==> config.mk <==
export PLATFORM = sky130hd
export DESIGN_NAME = grav_step_integrator
export DESIGN_NICKNAME = d
export VERILOG_FILES = /design/src/rtl/grav_pkg.sv /design/src/rtl/grav_axis_euler.sv /design/src/rtl/grav_step_integrator.sv
export SDC_FILE = /design/constraint.sdc
export NUM_CORES = 1
export LEC_CHECK = 0
export ABC_CLOCK_PERIOD_IN_PS = 8390
export CORE_UTILIZATION = 45
export DETAILED_ROUTE_END_ITERATION = 8
export PLACE_DENSITY = 0.79
export SYNTH_ARGS = -nofsm -noshare
export SYNTH_HDL_FRONTEND = slang
export SYNTH_SLANG_ARGS = --single-unit
==> constraint.sdc <==
create_clock -name CLK -period 8.39 [get_ports CLK]
set_input_delay 0.839 -clock CLK [delete_from_list [all_inputs] [get_ports CLK]]
set_output_delay 0.839 -clock CLK [all_outputs]
set_load 0.005 [all_outputs]
==> src/rtl/grav_pkg.sv <==
// rtl/grav_pkg.sv - shared types and regfile offsets for the Euler integrator
package grav_pkg;

  // Default configuration of the integrator.
  localparam int MAX_BODIES_DEF = 10;
  localparam int DT_SHIFT_DEF   = 4;
  localparam int ADDR_W_DEF     = 7;

  typedef logic signed [31:0] q16_t;
  typedef logic [6:0]         idx_t;

  // Regfile base indices; body i of a quantity lives at OFFSET + i (i = 1..MAX_BODIES).
  localparam idx_t OFFSET_POS_X = 7'd23;
  localparam idx_t OFFSET_POS_Y = 7'd33;
  localparam idx_t OFFSET_POS_Z = 7'd43;
  localparam idx_t OFFSET_VEL_X = 7'd53;
  localparam idx_t OFFSET_VEL_Y = 7'd63;
  localparam idx_t OFFSET_VEL_Z = 7'd73;
  localparam idx_t OFFSET_ACC_X = 7'd83;
  localparam idx_t OFFSET_ACC_Y = 7'd93;
  localparam idx_t OFFSET_ACC_Z = 7'd103;

  localparam idx_t OFFSET_POS [3] = '{OFFSET_POS_X, OFFSET_POS_Y, OFFSET_POS_Z};
  localparam idx_t OFFSET_VEL [3] = '{OFFSET_VEL_X, OFFSET_VEL_Y, OFFSET_VEL_Z};
  localparam idx_t OFFSET_ACC [3] = '{OFFSET_ACC_X, OFFSET_ACC_Y, OFFSET_ACC_Z};

  // Regfile port access width: none, addresses 1-3, or addresses 1-6.
  typedef enum logic [1:0] {
    RW_NONE = 2'd0,
    RW_LO   = 2'd1,
    RW_ALL  = 2'd3
  } rw_e;

  typedef enum logic [2:0] {
    IDLE,
    RD_VA,
    RD_P,
    WB,
    CLR,
    DONE
  } state_e;

endpackage

==> src/rtl/grav_axis_euler.sv <==
// rtl/grav_axis_euler.sv - one-axis explicit Euler update (combinational)
//  Ports: v, a, p in (Q16.16) -> v_new = v + a>>>DT_SHIFT, p_new = p + v_new>>>DT_SHIFT.
//  Arithmetic wraps; the shift is arithmetic so signs are preserved.
module grav_axis_euler
  import grav_pkg::*;
#(
  parameter int DT_SHIFT = DT_SHIFT_DEF
) (
  input  q16_t v,
  input  q16_t a,
  input  q16_t p,
  output q16_t v_new,
  output q16_t p_new
);

  assign v_new = v + (a >>> DT_SHIFT);
  assign p_new = p + (v_new >>> DT_SHIFT);

endmodule

==> src/rtl/grav_step_integrator.sv <==
// rtl/grav_step_integrator.sv - per-frame Euler step over all bodies via the regfile port
//  Ports: CLK, RESET_N (async, active-low), FSM_START (level, rising edge starts a pass),
//  PLANET_NUM (body count, clamped to MAX_BODIES), FSM_re/FSM_we (0 none, 1 addr 1-3, 3 addr 1-6),
//  ADDR1..6 / DATA1..6 to the regfile, DATA1in..6in registered read data (valid the cycle after re),
//  clear_accs (one-cycle accumulator clear), FSM_DONE (high from pass end to next accepted start).
//  Optional feature macro: ACC_CLEAR_EN enables the clear_accs pulse.
module grav_step_integrator
  import grav_pkg::*;
#(
  parameter int MAX_BODIES = MAX_BODIES_DEF,
  parameter int DT_SHIFT   = DT_SHIFT_DEF,
  parameter int ADDR_W     = ADDR_W_DEF
) (
  input  logic              CLK,
  input  logic              RESET_N,
  input  logic              FSM_START,
  input  logic [6:0]        PLANET_NUM,
  output logic [1:0]        FSM_re,
  output logic [1:0]        FSM_we,
  output logic [ADDR_W-1:0] ADDR1, ADDR2, ADDR3, ADDR4, ADDR5, ADDR6,
  output logic [31:0]       DATA1, DATA2, DATA3, DATA4, DATA5, DATA6,
  input  logic [31:0]       DATA1in, DATA2in, DATA3in, DATA4in, DATA5in, DATA6in,
  output logic              clear_accs,
  output logic              FSM_DONE
);

  localparam idx_t MAX_IDX = idx_t'(MAX_BODIES);

  state_e            state_q, state_d;
  logic              start_q;
  idx_t              i_q, i_d, n_q, n_d;
  rw_e               re_q, re_d, we_q, we_d;
  logic [ADDR_W-1:0] addr_q [6];
  logic [ADDR_W-1:0] addr_d [6];
  q16_t              data_lo_q [3];
  q16_t              data_lo_d [3];
  logic              clear_q, clear_d, done_q, done_d;

  q16_t din [6];
  q16_t v_in [3];
  q16_t a_in [3];
  q16_t v_new [3];
  q16_t p_new [3];

  assign din[0] = DATA1in;
  assign din[1] = DATA2in;
  assign din[2] = DATA3in;
  assign din[3] = DATA4in;
  assign din[4] = DATA5in;
  assign din[5] = DATA6in;

  // In RD_P the read port carries v and a; in WB it carries p, and the velocity
  // latched in RD_P is fed back with a zero acceleration so v_new passes it through.
  for (genvar g = 0; g < 3; g++) begin : g_axis
    assign v_in[g] = (state_q == WB) ? data_lo_q[g] : din[g];
    assign a_in[g] = (state_q == WB) ? '0 : din[g+3];
    grav_axis_euler #(.DT_SHIFT(DT_SHIFT)) u_axis (
      .v(v_in[g]), .a(a_in[g]), .p(din[g]), .v_new(v_new[g]), .p_new(p_new[g])
    );
  end

  always_comb begin
    state_d   = state_q;
    i_d       = i_q;
    n_d       = n_q;
    re_d      = RW_NONE;
    we_d      = RW_NONE;
    addr_d    = '{default: '0};
    data_lo_d = '{default: '0};
    done_d    = done_q;
    clear_d   = 1'b0;
    case (state_q)
      IDLE: begin
        if (FSM_START && !start_q) begin
          done_d = 1'b0;
          n_d    = (PLANET_NUM > MAX_IDX) ? MAX_IDX : PLANET_NUM;
          if (n_d == '0) begin
            state_d = DONE;
          end else begin
            i_d     = 7'd1;
            state_d = RD_VA;
            re_d    = RW_ALL;
            for (int k = 0; k < 3; k++) begin
              addr_d[k]   = ADDR_W'(OFFSET_VEL[k] + i_d);
              addr_d[k+3] = ADDR_W'(OFFSET_ACC[k] + i_d);
            end
          end
        end
      end
      RD_VA: begin
        state_d = RD_P;
        re_d    = RW_LO;
        for (int k = 0; k < 3; k++) addr_d[k] = ADDR_W'(OFFSET_POS[k] + i_q);
      end
      RD_P: begin
        state_d = WB;
        we_d    = RW_ALL;
        for (int k = 0; k < 3; k++) begin
          addr_d[k]    = ADDR_W'(OFFSET_VEL[k] + i_q);
          addr_d[k+3]  = ADDR_W'(OFFSET_POS[k] + i_q);
          data_lo_d[k] = v_new[k];
        end
      end
      WB: begin
        if (i_q == n_q) begin
          state_d = CLR;
        end else begin
          i_d     = i_q + 7'd1;
          state_d = RD_VA;
          re_d    = RW_ALL;
          for (int k = 0; k < 3; k++) begin
            addr_d[k]   = ADDR_W'(OFFSET_VEL[k] + i_d);
            addr_d[k+3] = ADDR_W'(OFFSET_ACC[k] + i_d);
          end
        end
      end
      CLR: begin
        state_d = DONE;
`ifdef ACC_CLEAR_EN
        clear_d = 1'b1;  // registered: visible during DONE, right before FSM_DONE rises
`else
        clear_d = 1'b0;
`endif
      end
      DONE: begin
        done_d  = 1'b1;
        state_d = IDLE;
      end
      default: state_d = IDLE;
    endcase
  end

  always_ff @(posedge CLK or negedge RESET_N) begin
    if (!RESET_N) begin
      state_q   <= IDLE;
      start_q   <= 1'b0;
      i_q       <= '0;
      n_q       <= '0;
      re_q      <= RW_NONE;
      we_q      <= RW_NONE;
      addr_q    <= '{default: '0};
      data_lo_q <= '{default: '0};
      clear_q   <= 1'b0;
      done_q    <= 1'b0;
    end else begin
      state_q   <= state_d;
      start_q   <= FSM_START;
      i_q       <= i_d;
      n_q       <= n_d;
      re_q      <= re_d;
      we_q      <= we_d;
      addr_q    <= addr_d;
      data_lo_q <= data_lo_d;
      clear_q   <= clear_d;
      done_q    <= done_d;
    end
  end

  assign FSM_re     = re_q;
  assign FSM_we     = we_q;
  assign ADDR1      = addr_q[0];
  assign ADDR2      = addr_q[1];
  assign ADDR3      = addr_q[2];
  assign ADDR4      = addr_q[3];
  assign ADDR5      = addr_q[4];
  assign ADDR6      = addr_q[5];
  assign DATA1      = data_lo_q[0];
  assign DATA2      = data_lo_q[1];
  assign DATA3      = data_lo_q[2];
  // Position only arrives on the read port during WB, so the new position is
  // produced combinationally in that cycle and held at zero otherwise.
  assign DATA4      = (we_q == RW_ALL) ? p_new[0] : '0;
  assign DATA5      = (we_q == RW_ALL) ? p_new[1] : '0;
  assign DATA6      = (we_q == RW_ALL) ? p_new[2] : '0;
  assign clear_accs = clear_q;
  assign FSM_DONE   = done_q;

endmodule
==> impl_summary.log, run 1 <==
[metrics] run status: completed
[metrics] CTS tree: yes
[metrics] syn_area_per_cell: between 7 and 8 µm²
[metrics] clock net sink count: approximately 150
[metrics] sequential share of the synthesized area: 21.6%
[metrics] HPWL after detailed placement: 51.5 mm
[metrics] Worst Setup Start Kind: register
[metrics] Leak: 10.8 nW
[metrics] pre-CTS setup slack: around 0.45 ns
[metrics] slowest cell on the critical path: clkdlybuf4s50_1
[metrics] Crit. End Element: primary output
[metrics] EDFF count, synth: 0
[metrics] area of placed instances: about 23,000 µm²
[metrics] FF-to-FF path depth: 15
[metrics] net count of the finished layout: 3,143
[metrics] skew final: 0.0131 ns
[metrics] maximum fanout along the worst path: 12
[metrics] width of the die: 201 µm
[metrics] global-route wire length before repair: slightly above 100 mm
[metrics] iteration count of the initial detailed-routing pass: 6
[metrics] fillers: roughly 3,400
[metrics] Clock H-tree levels: 4
[metrics] family with the most delay on the worst path: compound AO/OA/AOI/OAI gates
[metrics] number of buffers and inverters on the critical path: 2
[metrics] total congestion overflow: 0
[metrics] type of the tightest min-delay check: in2async
[metrics] Core Rows: 72
[metrics] Final Hold Viols: 0
[metrics] overall via count from detail_route: roughly 19,000
[metrics] max-cap violations: 0
[metrics] worst reg2reg setup slack: 4.08 ns
[metrics] yosys warns: 0
[metrics] via/cell ratio: between 5 and 6
[metrics] RR Startpoint: state_q[1]
[metrics] CTS buffer count: 17
[metrics] average wire per standard cell: approximately 20 µm
[metrics] Post-route DRC: 0
[metrics] Worst Path Class, Setup: reg2out
[metrics] number of nets still failing antenna checks after routing: 0
[metrics] drt total wl: between 60 and 70 mm
[metrics] via count of the first global-routing pass: 18,700
[metrics] die area: between 40,000 and 50,000 µm²
[metrics] cell type with the highest aggregate area in the netlist: dfrtp_1
[metrics] overall global routing resource usage: roughly a third
[metrics] largest voltage drop on the vdd net: about 270 µV
[metrics] combined area of all synthesized cells: 17,800 µm²
[metrics] most frequent cells after synthesis: nand2_1, ha_1, a21oi_1
[metrics] post-synth cell types: 80
[metrics] PortBufs: 428
[metrics] number of max-slew violations in the final report: 0
[metrics] portion of synthesized cell area occupied by the leading cell type: 21.6%
[metrics] Chip Height: 201 µm
[metrics] nets in the synthesized netlist: about 2,800
[metrics] logic gate share of total power: between 80% and 90%
[metrics] DRC violation total after the first TritonRoute iteration: around 1,500
[metrics] routability cong.: 0.970
[metrics] share of final-layout standard cells stronger than drive strength 1: roughly 3.5%
[metrics] destination of the worst register-to-register timing path: DATA2[31]
[metrics] sequential share of power: between 10% and 20%
[metrics] tightest slew margin relative to the limit: a little over a quarter
[metrics] commonest register cell after synthesis: dfrtp_1
[metrics] crit path DAT: slightly above 7 ns
[metrics] final non-filler cell area: ~23,000 µm²
[metrics] initial standard-cell utilization of the core: a little under half
[metrics] fraction of the cycle the final worst path needs: 96.1%
[metrics] peak clock frequency supported by timing: ~120 MHz
[metrics] fraction of the core area covered by cells at the end of the flow: between 50 and 60%
[metrics] clock-pin slew on the worst setup and hold paths: around 0.08 ns
[metrics] maximum number of pins on one net before global-route repair: 76
[metrics] part of the power in the clock network: 7.2%
[metrics] Post-Syn Instances: 2,362
[metrics] sw frac: between 50 and 60%
[metrics] maximum single-stage delay on the critical path: about 0.62 ns
[metrics] top cells by area in the synthesized netlist: dfrtp_1, ha_1, nand2_1
[metrics] layout overhead on the synthesized area: 30.4%
[metrics] Worst Tran Pin Value: approximately 1.1 ns
[metrics] antenna violations before repair: 9
[metrics] register bit total from synthesis: around 150
[metrics] clock latency on the worst-skew pair: around 0.47 ns
[metrics] switching power: roughly 0.0060 W
[metrics] async set or reset register ratio after synthesis: between 90% and 100%
[metrics] final period demand of the worst path: about 8 ns
[metrics] minimum setup slack in the final design: around 0.32 ns
[metrics] required time worst endpoint: approximately 7.6 ns
[metrics] Pwr per Cell Area: 504 nW/µm²
[metrics] internal power: 0.00572 W
[metrics] clock root cell: clkbuf_16
[metrics] number of buffers on the longest clock path: 2
[metrics] Setup TNS Final: 0 ns
[metrics] Core Footprint: between 30,000 and 40,000 µm²
[metrics] most frequent cell after synthesis: nand2_1
[metrics] I/O pin cnt: 442
[metrics] final setup fails: 0
==> metal layers <==
metal	track usage [%]	vias to the layer above	wire length (µm)
li1	-	9051	-
met1	41.9	8999	28000
met2	53.0	878	30700
met3	5.89	153	5390
met4	13.5	6	2500
met5	0	-	38
==> power by group through the flow <==
stage / clock, W / sequential [W] / combinational, W
after floorplan: 0 / 0.00112 / 0.00634
after global placement: 0 / 0.00120 / 0.00923
after detailed placement: 0 / 0.00120 / 0.00938
after CTS: 0.000861 / 0.00119 / 0.00948
after global routing: 0.000888 / 0.00122 / 0.0105
final: 0.000846 / 0.00120 / 0.00967
==> sequential cells by signal (all words and copies together) (netlist names) <==
signal and cells:
i_q 7, n_q 7, ADDR6 7, ADDR5 6
DATA3 32, FSM_we 1, FSM_re 2, ADDR1 5
ADDR4 5, DATA2 32, state_q 3, start_q 1
DATA1 32, ADDR2 6, FSM_DONE 1, ADDR3 7
==> per-stage QoR <==
stage / hold WS, ns / total power, W / instances
floorplan: 0.458 / 0.00746 / 2362
global placement: 0.476 / 0.0104 / 3229
detailed placement: 0.485 / 0.0106 / 3229
CTS: 0.288 / 0.0115 / 3262
global route: 0.314 / 0.0126 / 3272
finish: 0.284 / 0.0117 / 3272
==> cell families (layout without fill, tap and decap cells) <==
logic type	count (synthesis)	count (layout)	synth area share [%]
other	1	6	0.0210
multiplexers	14	14	0.786
AND/OR/NAND/NOR	1012	1013	27.3
flip-flops	154	154	21.6
AO/OA/AOI/OAI	632	632	23.2
buffers and inverters	164	550	3.62
adder cells (fa/ha/maj)	205	205	14.6
XOR/XNOR	180	180	8.84
==> what timing repair did <==
item | in CTS | in global routing
hold buffers | 0 | 0
cloned | 1 | 0
endpoints found under the hold margin | 0 | 0
gates resized for setup | 2 | 7
setup buffers | 0 | 5
endpoints found under the setup margin | 4 | 16
==> how the worst max path moves through the flow <==
stage	start	to	cells past startpoint
6_report	state_q[1]	DATA5[30]	28
5_1_grt	state_q[1]	DATA5[30]	26
4_1_cts	state_q[1]	DATA6[31]	25
3_5_place_dp	DATA3in[0]	DATA6[31]	25
3_3_place_gp	DATA3in[0]	DATA6[31]	25
2_1_floorplan	state_q[1]	DATA5[30]	31
==> cells in the final DEF, fill, tap and decap left out, types with 7 or more instances in the layout <==
| cell | count |
|---|---|
| clkdlybuf4s50_1 | 427 |
| a211oi_1 | 12 |
| a31oi_1 | 15 |
| xnor2_1 | 108 |
| and2_1 | 183 |
| a21oi_1 | 185 |
| clkbuf_16 | 17 |
| a221o_1 | 8 |
| o21ai_0 | 75 |
| nor2_1 | 156 |
| nor3_1 | 49 |
| xor2_1 | 72 |
| a21boi_1 | 7 |
| nor3b_1 | 17 |
| or3_1 | 10 |
| inv_1 | 62 |
| a21o_1 | 105 |
| nor2b_1 | 31 |
| nand3_1 | 46 |
| o31ai_1 | 9 |
| nand4_1 | 17 |
| nand2b_1 | 43 |
| o21ai_1 | 50 |
| nand2_1 | 403 |
| a41oi_1 | 8 |
| o21a_1 | 22 |
| o21bai_1 | 25 |
| a211o_1 | 7 |
| ha_1 | 199 |
| a221oi_1 | 8 |
| buf_4 | 23 |
| and3_1 | 24 |
| dfrtp_1 | 151 |
| o221ai_1 | 13 |
| mux2i_1 | 14 |
| o211ai_1 | 10 |
| o2111ai_1 | 7 |
==> cell type report <==
class	count	area, µm²	share of cell area [%]
repair buffers	453	4500	19.3
multi-input cells	2045	13400	57.5
clock inverters	14	171	0.737
diodes	5	12.5	0.0538
well taps	518	648	2.79
inverters	65	244	1.05
flip-flops and latches	154	3860	16.6
clock buffers	18	439	1.89
(Power assumes the default switching activity.)
==> inputs of run 2 (changes only) <==
--- a/config.mk
+++ b/config.mk
@@ -8,7 +8,8 @@
 export ABC_CLOCK_PERIOD_IN_PS = 8390
 export CORE_UTILIZATION = 45
 export DETAILED_ROUTE_END_ITERATION = 8
-export PLACE_DENSITY = 0.79
+export PLACE_DENSITY = 0.78
 export SYNTH_ARGS = -nofsm -noshare
 export SYNTH_HDL_FRONTEND = slang
+export SYNTH_HIERARCHICAL = 1
 export SYNTH_SLANG_ARGS = --single-unit
==> impl_summary.log, run 2 <==
[metrics] number of buffers on the longest clock path: 2 (unchanged)
[metrics] commonest cells after routing, fill and taps aside: clkdlybuf4s50_1, a21oi_1, and2_1, ha_1, dfrtp_1
[metrics] initial standard-cell utilization of the core: 45.9% (about the same)
[metrics] net count of the finished layout: 2,945 (-6.3%)
[metrics] launch point of the critical path: state_q[0]
[metrics] run status: completed
[metrics] PortBufs: 428 (unchanged)
[metrics] drt total wl: 63.8 mm (-4.2%)
[metrics] average wire per standard cell: 20.7 µm (+1.4%)
[metrics] overall global routing resource usage: 30.0% (-2.5 points)
[metrics] nets in the synthesized netlist: 2,589 (-6.5%)
[metrics] layout overhead on the synthesized area: 28.1%
[metrics] clock root cell: clkbuf_16
[metrics] I/O pin cnt: 442 (unchanged)
[metrics] critical path's most frequent cell: buf_4
[metrics] highest layer used for signal routing: met4
[metrics] largest voltage drop on the vdd net: 228 µV (-14%)
[metrics] die area: 41,800 µm² (+3.3%)
[metrics] fillers: 3,586 (+4.4%)
[metrics] routability cong.: 1.01 (+4.6%)
[metrics] Leak: 10.6 nW (-2.4%)
[metrics] CTS tree: yes
[metrics] iteration count of the initial detailed-routing pass: 5 (-1)
[metrics] maximum fanout along the worst path: 25 (+13)
[metrics] Post-Syn Instances: 2,192 (-7.2%)
[metrics] detailed-route wire length on metal 1: 26.9 mm (-3.9%)
[metrics] overall via count from detail_route: 18,200 (-4.6%)
[metrics] peak clock frequency supported by timing: 127 MHz (+2.0%)
[metrics] total congestion overflow: 0 (unchanged)
[metrics] Clock H-tree levels: 4 (unchanged)
[metrics] unrepaired setup endpoints after global routing: false
[metrics] area of placed instances: 23,000 µm² (+2.0%)
[metrics] tightest slew margin relative to the limit: 30.4% (+4.3 points)
[metrics] Worst Tran Pin Value: 1.04 ns (-0.0615 ns)
[metrics] width of the die: 204 µm (+1.6%)
[metrics] final period demand of the worst path: 7.91 ns (-0.161 ns)
[metrics] via/cell ratio: 5.89 (+1.0%)
[metrics] via count of the first global-routing pass: 17,900 (-4.6%)
[metrics] fraction of the cycle the final worst path needs: 94.2% (-1.9 points)
[metrics] skew final: 0.0124 ns (-0.000636 ns)
[metrics] leading cell type in the layout, fill and taps excluded: clkdlybuf4s50_1
[metrics] Final Hold Viols: 0 (unchanged)
[metrics] CTS buffer count: 17 (unchanged)
[metrics] slowest cell on the critical path: dfrtp_1
[metrics] final non-filler cell area: 23,600 µm² (+1.5%)
[metrics] syn_area_per_cell: 8.41 µm² (+11%)
[metrics] Worst Path Class, Setup: reg2out
[metrics] max-cap violations: 0 (unchanged)
[metrics] DRC violation total after the first TritonRoute iteration: 1,148 (-24%)
[metrics] Core Footprint: 40,100 µm² (+3.3%)
[metrics] Post-route DRC: 0 (unchanged)
[metrics] Worst Setup Start Kind: register
[metrics] share of final-layout standard cells stronger than drive strength 1: 9.14% (+5.6 points)
[metrics] type of the tightest min-delay check: in2async
[metrics] Core Rows: 73 (+1.4%)
[metrics] antenna violations before repair: 6 (-3)
[metrics] clock net sink count: 154 (unchanged)
[metrics] Pwr per Cell Area: 548 nW/µm² (+8.9%)
[metrics] final setup fails: 0 (unchanged)
[metrics] RR Startpoint: state_q[0]
[metrics] clock latency on the worst-skew pair: 0.45 ns (-0.02 ns)
[metrics] Setup TNS Final: 0 ns (unchanged)
[metrics] number of max-slew violations in the final report: 0 (unchanged)
[metrics] crit path DAT: 7.07 ns (-0.16 ns)
[metrics] maximum single-stage delay on the critical path: 0.53 ns (-0.09 ns)
[metrics] global-route wire length before repair: 98.4 mm (-4.9%)
[metrics] required time worst endpoint: 7.55 ns (about the same)
[metrics] met2 wire len: 29.9 mm (-2.8%)
[metrics] post-cts hold buffer count: 0 (unchanged)
[metrics] Chip Height: 204 µm (+1.6%)
[metrics] number of nets still failing antenna checks after routing: 0 (unchanged)
[metrics] length of routed met3 wiring: 4.90 mm (-9.2%)
[metrics] clock-pin slew on the worst setup and hold paths: 0.07 ns (about the same)
[metrics] Crit. End Element: primary output
[metrics] yosys warns: 6 (+6)
[metrics] combined area of all synthesized cells: 18,400 µm² (+3.3%)
[metrics] maximum number of pins on one net before global-route repair: 105 (+38%)
[metrics] HPWL after detailed placement: 50.6 mm (-1.7%)
## run 2: final timing paths
| check | slack (ns) | cells past startpoint | to |
|---|---|---|---|
| setup / recovery | 0.48 | 28 | DATA5[31] |
| hold / removal | 0.43 | 1 | ADDR6[6] |
| setup reg to reg | 3.73 | 16 | DATA1[30] |
| hold reg to reg | 0.52 | 1 | n_q[5] |
| max in group asynchronous | 6.45 | 2 | DATA3[3] |
| min in group CLK | 0.52 | 1 | n_q[5] |
## run 2: per-layer routing
layer	global-route usage (%)	vias up
met1	38.4	8607
met3	5.21	128
met5	0	-
li1	-	8667
met2	49.7	804
met4	12.0	0
## run 2: report_power, final
| part | switching, W | internal (W) |
|---|---|---|
| logic | 0.00579 | 0.00509 |
| clock network | 0.000386 | 0.000395 |
| registers | 0.000255 | 0.00102 |
## run 2: cell type report
type / instances / area [µm²] / area share [%]
clock buffer: 17 / 425 / 1.80
timing repair buffer: 450 / 4480 / 19.0
sequential: 154 / 3860 / 16.3
multi-input combinational: 1875 / 13800 / 58.7
inverter: 50 / 190 / 0.806
clock inverter: 15 / 140 / 0.594
tap: 525 / 657 / 2.78
antenna: 4 / 10.0 / 0.0424
## run 2: worst max-delay path, delay by kind of cell (launching register included)
kind	cells	cell delay (ns)
flip-flops	1	0.53
buffers and inverters	6	1.35
AND/OR/NAND/NOR	7	1.37
XOR/XNOR	3	0.55
adder cells (fa/ha/maj)	2	0.69
AO/OA/AOI/OAI	10	2.11
## run 2: stage by stage
| stage | total power [W] | hold WS [ns] | util (%) | setup WS [ns] | std cells |
|---|---|---|---|---|---|
| after floorplan | 0.00864 | 0.468 | - | 2.04 | 2192 |
| after global routing | 0.0140 | 0.519 | 58.8 | 0.00721 | 3090 |
| after global placement | 0.0118 | 0.490 | 57.3 | 0.758 | 3052 |
| final | 0.0129 | 0.433 | 58.8 | 0.485 | 3090 |
| after CTS | 0.0128 | 0.480 | 58.7 | 0.113 | 3084 |
| after detailed placement | 0.0119 | 0.492 | 57.3 | 0.612 | 3052 |
## run 2: timing repair
action,CTS,global route
buffers inserted,0,2
setup endpoints to repair,0,21
resized for setup,0,1
